`config.mk`:
```
export PLATFORM = sky130hd
export DESIGN_NAME = ib_mul_8x8_seq
export DESIGN_NICKNAME = d
export VERILOG_FILES = /design/src/rtl/ib_mul_8x8_seq.sv
export SDC_FILE = /design/constraint.sdc
export NUM_CORES = 1
export LEC_CHECK = 0
export BUFFER_PORTS_ARGS = -buffer_cell sky130_fd_sc_hd__buf_2
export CAP_MARGIN = 20
export CORE_UTILIZATION = 50
export DETAILED_ROUTE_END_ITERATION = 10
export GPL_ROUTABILITY_DRIVEN = 0
export HOLD_SLACK_MARGIN = 0.02
export PLACE_DENSITY = 0.7
export SLEW_MARGIN = 15
export SYNTH_ARGS = -nofsm -noshare
export SYNTH_HDL_FRONTEND = slang
export SYNTH_SLANG_ARGS = --single-unit
```
`constraint.sdc`:
```
create_clock -name i_clk -period 8.6 [get_ports i_clk]
set_clock_uncertainty 0.1 [all_clocks]
set_input_delay 1.72 -clock i_clk [delete_from_list [all_inputs] [get_ports i_clk]]
set_output_delay 1.72 -clock i_clk [all_outputs]
set_load 0.05 [all_outputs]
```
`src/rtl/ib_mul_8x8_seq.sv`:
```
// Sequential unsigned WIDTH x WIDTH multiplier. It issues four (WIDTH/2)-bit partial
// products through one shared multiplier and uses valid/ready handshakes on both sides.
module ib_mul_8x8_seq #(
  parameter int unsigned WIDTH = 8
) (
  input  logic               i_clk,
  input  logic               i_nrst,
  input  logic               i_valid,
  output logic               o_ready,
  input  logic [WIDTH-1:0]   i_a,
  input  logic [WIDTH-1:0]   i_b,
  output logic               o_valid,
  input  logic               i_ready,
  output logic [2*WIDTH-1:0] o_c,
  output logic               o_busy
);
  localparam int unsigned H = WIDTH / 2;

  typedef enum logic [1:0] {IDLE, CALC, DONE} state_t;

  state_t               state, state_nxt;
  logic [1:0]           step;
  logic [WIDTH-1:0]     a_q, b_q;
  logic [2*WIDTH-1:0]   acc, c_q;
  logic [H-1:0]         a_half, b_half;
  logic [WIDTH-1:0]     pp;
  logic [2*WIDTH-1:0]   pp_ext, pp_shift, acc_sum;

  // step[1] selects the upper half of a, and step[0] selects the upper half of b.
  always_comb begin
    a_half = step[1] ? a_q[WIDTH-1:H] : a_q[H-1:0];
    b_half = step[0] ? b_q[WIDTH-1:H] : b_q[H-1:0];
    pp     = {{H{1'b0}}, a_half} * {{H{1'b0}}, b_half};
    pp_ext = {{WIDTH{1'b0}}, pp};
    case (step)
      2'd0:    pp_shift = pp_ext;
      2'd3:    pp_shift = pp_ext << WIDTH;
      default: pp_shift = pp_ext << H;
    endcase
    acc_sum = acc + pp_shift;
  end

  always_comb begin
    state_nxt = state;
    case (state)
      IDLE:    if (i_valid) state_nxt = CALC;
      CALC:    if (step == 2'd3) state_nxt = DONE;
      DONE:    if (i_ready) state_nxt = IDLE;
      default: state_nxt = IDLE;
    endcase
  end

  always_ff @(posedge i_clk or negedge i_nrst) begin
    if (!i_nrst) begin
      state <= IDLE;
      step  <= '0;
      a_q   <= '0;
      b_q   <= '0;
      acc   <= '0;
      c_q   <= '0;
    end else begin
      state <= state_nxt;
      case (state)
        IDLE: if (i_valid) begin
          a_q  <= i_a;
          b_q  <= i_b;
          acc  <= '0;
          step <= '0;
        end
        CALC: begin
          acc  <= acc_sum;
          step <= step + 2'd1;
          // Load the result register on the final step so it holds until the next completion.
          if (step == 2'd3) c_q <= acc_sum;
        end
        default: ;
      endcase
    end
  end

  assign o_ready = (state == IDLE);
  assign o_valid = (state == DONE);
  assign o_busy  = (state != IDLE);
  assign o_c     = c_q;

endmodule

```
==> results of run 1 <==
[layout by cell type, fill, tap and decap left out, types with 3 or more instances in the layout]
| cell type | Yosys | final |
|---|---|---|
| xnor2_1 | 9 | 9 |
| or2_2 | 3 | 3 |
| o211ai_2 | 3 | 3 |
| nor2_1 | 24 | 24 |
| buf_4 | 0 | 3 |
| ha_1 | 29 | 29 |
| dfrtp_1 | 52 | 52 |
| nor2b_1 | 4 | 4 |
| a21oi_1 | 13 | 13 |
| a211oi_1 | 4 | 4 |
| o21a_1 | 5 | 5 |
| fa_1 | 5 | 5 |
| inv_1 | 14 | 14 |
| o21ai_0 | 44 | 44 |
| o21ai_1 | 5 | 5 |
| mux2_2 | 18 | 18 |
| mux2i_1 | 8 | 8 |
| xor2_1 | 8 | 8 |
| nand2_1 | 38 | 38 |
| nand2b_1 | 3 | 3 |
| buf_2 | 3 | 38 |
| nand3_1 | 22 | 22 |
| clkbuf_8 | 0 | 6 |
| a21o_1 | 6 | 6 |
[metal layers]
layer | vias to the layer above | wire [um]
met1 | 1261 | 3180
met2 | 47 | 3300
li1 | 1313 | -
met3 | 11 | 194
met4 | 0 | 115
met5 | - | 0
[kinds of logic (layout without fill, tap and decap cells)]
logic type / Yosys count / count (layout) / share of synthesized area
flip-flops: 52 / 52 / 0.388
adder cells (fa/ha/maj): 34 / 34 / 0.138
buffers and inverters: 30 / 64 / 0.0347
AO/OA/AOI/OAI: 94 / 94 / 0.171
AND/OR/NAND/NOR: 103 / 103 / 0.139
XOR/XNOR: 17 / 17 / 0.0444
multiplexers: 26 / 26 / 0.0843
[path summary, 6_finish.rpt]
check	startpoint	end	slack [ns]	cells after the start
worst max-delay path	step[0]$_DFFE_PN0P_	acc[15]$_DFFE_PN0P_	3.35	20
worst min-delay path	o_c[5]$_DFFE_PN0P_	o_c[5]$_DFFE_PN0P_	0.38	2
worst max register to register	step[0]$_DFFE_PN0P_	acc[15]$_DFFE_PN0P_	3.35	20
worst min register to register	o_c[5]$_DFFE_PN0P_	o_c[5]$_DFFE_PN0P_	0.38	2
max in group asynchronous	i_nrst	acc[15]$_DFFE_PN0P_	6.54	2
min in group asynchronous	i_nrst	o_c[0]$_DFFE_PN0P_	1.43	2
[through the flow]
step | setup WS [ns] | cell area [um^2] | utilization | hold WS, ns | cells
floorplan | 3.71 | 3350 | - | 0.373 | 356
global placement | 3.46 | 3600 | 0.561 | 0.359 | 459
detailed placement | 3.38 | 3600 | 0.561 | 0.365 | 459
CTS | 3.35 | 3690 | 0.575 | 0.385 | 467
global route | 2.92 | 3690 | 0.575 | 0.403 | 467
finish | 3.35 | 3690 | 0.575 | 0.378 | 467
[area by class of cell]
| cell class | count | area [um^2] | area share |
|---|---|---|---|
| timing repair buffer | 41 | 213 | 0.0576 |
| inverter | 15 | 56.3 | 0.0152 |
| multi-input combinational | 274 | 1940 | 0.524 |
| sequential | 52 | 1300 | 0.352 |
| tap | 77 | 96.3 | 0.0261 |
| clock buffer | 8 | 90.1 | 0.0244 |
[worst max-delay path, cell delays in order, from the launching register on]
cell,delay (ns)
dfrtp_1,0.57
mux2i_1,0.21
or2_2,0.35
fa_1,0.53
inv_1,0.06
fa_1,0.58
inv_1,0.07
fa_1,0.45
inv_1,0.07
a21o_1,0.11
a21oi_1,0.07
xor2_1,0.25
o21ai_0,0.14
ha_1,0.35
o21ai_0,0.25
nor2_1,0.10
o2111ai_1,0.11
a31oi_1,0.12
xnor2_1,0.33
o21ai_0,0.13
a21o_1,0.19
[registers in the layout, summed over array words and instances, names as in the netlist]
| name | cells |
|---|---|
| acc | 16 |
| a_q | 8 |
| b_q | 8 |
| state | 2 |
| o_c | 16 |
| step | 2 |
==> impl_metrics.tcl, run 1 <==
set metrics [dict create \
    vias_per_cell 5.64 \
    tightest_slew_ns 0.901 \
    yosys.area.top_type_share 0.388 \
    min_period_ns 5.25 \
    timing.final.crit_share 0.610 \
    hold_buffers 0 \
    initialDrtViolationCount 142 \
    arrival_ns 5.34 \
    syn_nets 410 \
    grt_pass1_wl_mm 11.9 \
    endpoint_kind "register" \
    ys_ff_latch 52 \
    cts.sinks 52 \
    final_max_slew_viol_count 0 \
    max_cap_viol_count 0 \
    grt_use_met3 0.0336 \
    synthFlopType "dfrtp_1" \
    ys_types 42 \
    status "complete, but fails checks" \
    antenna_found_initial 0 \
    cts_max_path_buffers 2 \
    io-pin-count 39 \
    yosysTopAreaCell "dfrtp_1" \
    cts_root_buffer "clkbuf_8" \
    place_hpwl_mm 5.17 \
    syn_area_um2 3350 \
    synth_cells 356 \
    dieArea_um2 7040 \
    cts_setup_buffers 0 \
    hold_violations 0 \
    synth_common_cells "dfrtp_1 (52), o21ai_0 (44), nand2_1 (38), ha_1 (29), nor2_1 (24)" \
    dr.pass1.iters 7 \
    worst_setup_path_start_kind "register" \
    cts_resized 0 \
    cts_buffers 5 \
    dieWidth_um 83.9 \
    path_clk_slew_ns 0.09 \
    wl_per_cell_um 14.5 \
    diodes 0 \
    initial_core_util 0.522 \
    htreeDepth 2 \
    grt_use_met2 0.347 \
    critPathRequiredTime_ns 8.69 \
    fp-row-count 29 \
    holdCritPathClass "reg2reg" \
    syn_avg_cell_area_um2 9.42 \
    ys_top_cells_by_area "dfrtp_1 (39%), ha_1 (11%), o21ai_0 (6.6%)" \
    cp_max_fo 8 \
    ys_seq_area_frac 0.388 \
    fin_tns_setup_ns 0 \
    fillers 582 \
    core_um2 6420 \
    syn2layout_area_growth_pct 10.1 \
    fp.dieH_um 83.9 \
    slew-limit-headroom 0.398 \
    ys_warn_count 0 \
    totalWireLength_mm 6.79 \
    use_met1 0.280 \
    grt_setup_unrepaired "no" \
    clock_latency_ns 0.30 \
    achievable-frequency_ghz 0.190 \
    grt_pass1_vias 2574 \
    antenna_left 0 \
    cts_tree "yes" \
    synthArstFlopShare 1.00 \
    setup_violations 0 \
    violations "design-rule violations" \
    grt_usage 0.210 \
    drive_above_1_share 0.185 \
    io_buffers 38 \
    synth_edf_count 0 \
    busiest_layer "met2" \
    vias 2632 \
    worst-setup-path-type "reg2reg" \
    grt_overflow 0 \
    final_nets 443 \
    grt_max_degree 53 \
    drcViolationCount 2 \
    synthMostInstantiatedCell "dfrtp_1" \
]
Power of run 1 is not shown: default switching activity piles up to over one toggle a cycle in this logic, so the estimate is an artifact.
==> inputs of run 2 (changes only) <==
==> constraint.sdc (replaced) <==
create_clock -name i_clk -period 5.3 [get_ports i_clk]
set_clock_uncertainty 0.1 [all_clocks]
set_input_delay 1.06 -clock i_clk [delete_from_list [all_inputs] [get_ports i_clk]]
set_output_delay 1.06 -clock i_clk [all_outputs]
set_load 0.05 [all_outputs]
==> run 2 against run 1 <==
Compared with the run above: the run still ends with design-rule violations left; global-route usage is essentially flat; hold slack better by 0.0023 ns; critical endpoint unchanged; die area unchanged; highest routed layer unchanged; utilization grew 2.4 points.
==> impl_metrics.tcl, run 2 (synthesis gave the netlist of run 1 again) <==
set metrics [dict create \
    grt_pass1_wl_mm 12.0 \
    final_common_cell "dfrtp_1" \
    tightest_slew_ns 0.961 \
    dieWidth_um 83.9 \
    finalInstanceArea_um2 3850 \
    fillers 571 \
    worst-setup-path-type "reg2reg" \
    critPathRequiredTime_ns 5.40 \
    violations "design-rule violations" \
    dieArea_um2 7040 \
    final_max_slew_viol_count 0 \
    min_period_ns 5.20 \
    syn2layout_area_growth_pct 14.7 \
    max_cap_viol_count 0 \
    cts.sinks 52 \
    diodes 0 \
    wl_per_cell_um 14.9 \
    timing.final.crit_share 0.982 \
    antenna_found_initial 0 \
    endpoint "acc[15]$_DFFE_PN0P_" \
    dr.pass1.iters 7 \
    r2r_setup_slack_ns 0.1 \
    grt_setup_unrepaired "yes" \
    vias_per_cell 5.63 \
    cp-startpoint "step[1]$_DFFE_PN0P_" \
    fp.dieH_um 83.9 \
    endpoint_kind "register" \
    cts_buffers 5 \
    cp_max_fo 6 \
    initial_core_util 0.522 \
    reg2reg_depth 20 \
    vias 2665 \
    worst_setup_path_start_kind "register" \
    initialDrtViolationCount 110 \
    antenna_left 0 \
    io-pin-count 39 \
    cts_tree "yes" \
    hold_buffers 0 \
    fp-row-count 29 \
    r2r-start "step[1]$_DFFE_PN0P_" \
    final_nets 449 \
    cts_root_buffer "clkbuf_8" \
    io_buffers 38 \
    clock_latency_ns 0.30 \
    final_cell_mix "dfrtp_1 (50), o21ai_0 (41), nand2_1 (38), buf_2 (38), ha_1 (27)" \
    slew-limit-headroom 0.358 \
    drive_above_1_share 0.240 \
    regArea_um2 1300 \
    path_clk_slew_ns 0.09 \
    drcViolationCount 1 \
    placed_cell_area_um2 3610 \
    grt_max_degree 53 \
    setup_violations 0 \
    holdCritPathClass "reg2reg" \
    arrival_ns 5.30 \
    totalWireLength_mm 7.06 \
    achievable-frequency_ghz 0.192 \
    htreeDepth 2 \
    grt_pass1_vias 2636 \
    status "complete, but fails checks" \
    multi_input_area_um2 2010 \
    min-delay-start "o_c[1]$_DFFE_PN0P_" \
    place_hpwl_mm 5.15 \
    grt_overflow 0 \
    core_um2 6420 \
    cts_max_path_buffers 2 \
    reg2reg_to "acc[15]$_DFFE_PN0P_" \
    grt_usage 0.210 \
    hold_violations 0 \
]
run 2: changes by cell type in the layout (fill, tap and decap cells not counted), sizes merged:
cell    before  now
clkbuf       8    7
buf         41   47
bufinv       0    1
run 2: layer usage:
metal  part of all wire  track usage
met3              0.033       0.0336
met2               0.49        0.358
met4              0.010       0.0502
met1               0.46        0.281
met5                  0            0
run 2: per-stage QoR:
step | setup TNS [ns] | instances | hold WS, ns | worst slack, ns | utilization
final | 0 | 473 | 0.380 | 0.0967 | 0.599
after global routing | -0.471 | 473 | 0.403 | -0.0890 | 0.599
after CTS | 0 | 468 | 0.387 | 0.0316 | 0.582
after detailed placement | 0 | 460 | 0.367 | 0.0793 | 0.562
after global placement | 0 | 460 | 0.359 | 0.156 | 0.562
after floorplan | 0 | 356 | 0.373 | 0.408 | -
run 2: worst max-delay path, stage by stage, from the launching register on:
cell and delay [ns]:
dfrtp_2 0.48, mux2i_4 0.23, or2_2 0.30, fa_1 0.54
inv_1 0.06, fa_1 0.57, inv_1 0.09, fa_1 0.45
inv_1 0.07, a21o_1 0.11, a21oi_1 0.08, xor2_1 0.28
o21ai_0 0.17, ha_2 0.39, o21ai_0 0.11, nor2_1 0.18
o2111ai_1 0.16, a31oi_2 0.25, xnor2_2 0.17, o21ai_0 0.11
a21o_1 0.19
run 2: area by class of cell:
type	instances	area share
well taps	77	0.0250
inverters	15	0.0146
clock buffers	7	0.0250
repair buffers	47	0.0670
clock inverters	1	0.00780
multi-input cells	274	0.522
flip-flops and latches	52	0.339
run 2: worst min path at each step:
stage | to | slack, ns | depth (start not counted)
final | o_c[1]$_DFFE_PN0P_ | 0.38 | 2
after global routing | o_c[1]$_DFFE_PN0P_ | 0.40 | 2
after CTS | o_c[1]$_DFFE_PN0P_ | 0.39 | 2
after detailed placement | o_c[1]$_DFFE_PN0P_ | 0.37 | 2
after global placement | o_c[2]$_DFFE_PN0P_ | 0.36 | 2
after floorplan | acc[0]$_DFFE_PN0P_ | 0.37 | 2
run 2: timing repair:
| item | 4_1_cts | 5_1_grt |
|---|---|---|
| gates resized for setup | 0 | 19 |
| setup buffers | 0 | 5 |
| endpoints found under the setup margin | 0 | 13 |
Power of run 2 is left out for the same reason.
==> inputs of run 3 (changes only) <==
--- a/config.mk
+++ b/config.mk
@@ -7,11 +7,11 @@
 export LEC_CHECK = 0
 export BUFFER_PORTS_ARGS = -buffer_cell sky130_fd_sc_hd__buf_2
 export CAP_MARGIN = 20
-export CORE_UTILIZATION = 50
+export CORE_UTILIZATION = 59
 export DETAILED_ROUTE_END_ITERATION = 10
 export GPL_ROUTABILITY_DRIVEN = 0
 export HOLD_SLACK_MARGIN = 0.02
-export PLACE_DENSITY = 0.7
+export PLACE_DENSITY = 0.81
 export SLEW_MARGIN = 15
 export SYNTH_ARGS = -nofsm -noshare
 export SYNTH_HDL_FRONTEND = slang
==> constraint.sdc (replaced) <==
create_clock -name i_clk -period 5.15 [get_ports i_clk]
set_clock_uncertainty 0.1 [all_clocks]
set_input_delay 1.03 -clock i_clk [delete_from_list [all_inputs] [get_ports i_clk]]
set_output_delay 1.03 -clock i_clk [all_outputs]
set_load 0.05 [all_outputs]
==> run 3 against run 2 <==
Compared with the run above: global-route usage rose by 4.9 points; register-to-register slack improved by 0.08 ns; critical path type unchanged; hold slack got worse by 0.0031 ns; via count rose by 2.5%; design area rose by 1.4%; non-clock buffer count rose by 3; the run now ends clean; maximum frequency rose by 4.6%; critical endpoint is now o_c[14]$_DFFE_PN0P_.
==> impl_metrics.tcl, run 3 (synthesis gave the netlist of run 1 again) <==
set metrics [dict create \
    fp.dieH_um 77.4 \
    reg2reg_to "o_c[14]$_DFFE_PN0P_" \
    slew-limit-headroom 0.332 \
    grt_pass1_vias 2580 \
    clock_latency_ns 0.30 \
    worst-setup-path-type "reg2reg" \
    min_path_cells 2 \
    holdCritPathClass "reg2reg" \
    grt_pass1_wl_mm 12.2 \
    min_period_ns 4.97 \
    worst_setup_path_start_kind "register" \
    cts_tree "yes" \
    place_hpwl_mm 5.19 \
    cts.sinks 52 \
    final_nets 452 \
    io_buffers 38 \
    path_clk_slew_ns 0.09 \
    dieArea_um2 5990 \
    initial_core_util 0.609 \
    r2r_setup_slack_ns 0.18 \
    tightest_slew_ns 1.00 \
    cts_root_buffer "clkbuf_8" \
    htreeDepth 2 \
    diodes 0 \
    hold_violations 0 \
    holdWs_ns 0.377 \
    syn2layout_area_growth_pct 16.3 \
    cts_max_path_buffers 2 \
    io-pin-count 39 \
    max_cap_viol_count 0 \
    final_max_slew_viol_count 0 \
    reg2reg_depth 20 \
    endpoint_kind "register" \
    drive_above_1_share 0.270 \
    timing.final.crit_share 0.966 \
    critPathRequiredTime_ns 5.21 \
    cp_max_fo 4 \
    final_cell_mix "dfrtp_1 (50), nand2_1 (38), o21ai_0 (37), buf_2 (37), ha_1 (25)" \
    antenna_found_initial 0 \
    initialDrtViolationCount 168 \
    r2r-start "step[0]$_DFFE_PN0P_" \
    dr.pass1.iters 5 \
    vias 2731 \
    achievable-frequency_ghz 0.201 \
    wl_per_cell_um 15.7 \
    drcViolationCount 0 \
    fillers 407 \
    holdPathEnd "o_c[2]$_DFFE_PN0P_" \
    grt_overflow 0 \
    core_um2 5510 \
    grt_max_degree 53 \
    fp-row-count 27 \
    final_common_cell "dfrtp_1" \
    antenna_left 0 \
    arrival_ns 5.03 \
    min-delay-start "o_c[2]$_DFFE_PN0P_" \
    setup_violations 0 \
    grt_usage 0.260 \
    cts_buffers 5 \
    totalWireLength_mm 7.37 \
    status "finished, final reports clean" \
    vias_per_cell 5.82 \
    dieWidth_um 77.4 \
]
## run 3: routing by layer
metal  track usage  wire length [um]  up-vias
met5             0                 0        -
met4        0.0906                91        0
met3        0.0294               268        9
met2         0.440              3690       62
met1         0.345              3330     1324
li1              -                 -     1336
## run 3: worst max-delay path: stages, from the launching register on
cell,delay [ns]
dfrtp_2,0.49
mux2i_4,0.23
or2_4,0.27
fa_1,0.54
inv_1,0.05
fa_1,0.57
ha_4,0.22
a211oi_2,0.21
nor2_2,0.08
o21a_1,0.17
nor2_1,0.12
xnor2_1,0.15
nand2_1,0.07
o21ai_1,0.08
ha_1,0.29
a2111o_1,0.40
o211ai_2,0.22
a31oi_1,0.11
nor2_1,0.13
xor2_1,0.23
o21ai_1,0.10
## run 3: metrics by stage
step                      area [um^2]  setup slack, ns  TNS (ns)  std cells   util
after floorplan                  3350            0.258         0        356      -
after detailed placement         3610          -0.0755    -0.225        456  0.656
after global routing             3900          -0.0669    -0.159        469  0.708
final                            3900            0.178         0        469  0.708
after CTS                        3730           0.0229         0        464  0.677
after global placement           3610           0.0463         0        456  0.656
## run 3: area by class of cell
cell class                 instances  area [um^2]  share of cell area
clock buffer                       5         68.8              0.0176
clock inverter                     1         30.0             0.00770
inverter                          15         56.3              0.0144
multi-input combinational        274         2070               0.530
sequential                        52         1300               0.334
tap                               72         90.1              0.0231
timing repair buffer              50          283              0.0725
## run 3: repair_timing
| item | 4_1_cts | 5_1_grt |
|---|---|---|
| setup endpoints to repair | 6 | 12 |
| pin swaps | 0 | 23 |
| setup buffers | 2 | 5 |
| hold buffers | 0 | 0 |
| resized for setup | 2 | 35 |
## run 3: worst max-delay path by stage
stage,startpoint,end,slack (ns),cells past startpoint
detailed placement,step[1]$_DFFE_PN0P_,acc[15]$_DFFE_PN0P_,-0.08,21
finish,step[0]$_DFFE_PN0P_,o_c[14]$_DFFE_PN0P_,0.18,20
floorplan,step[1]$_DFFE_PN0P_,o_c[12]$_DFFE_PN0P_,0.26,21
global placement,step[1]$_DFFE_PN0P_,o_c[14]$_DFFE_PN0P_,0.05,20
CTS,step[1]$_DFFE_PN0P_,o_c[12]$_DFFE_PN0P_,0.02,20
global route,step[0]$_DFFE_PN0P_,acc[15]$_DFFE_PN0P_,-0.07,18
Power of run 3 is left out for the same reason.
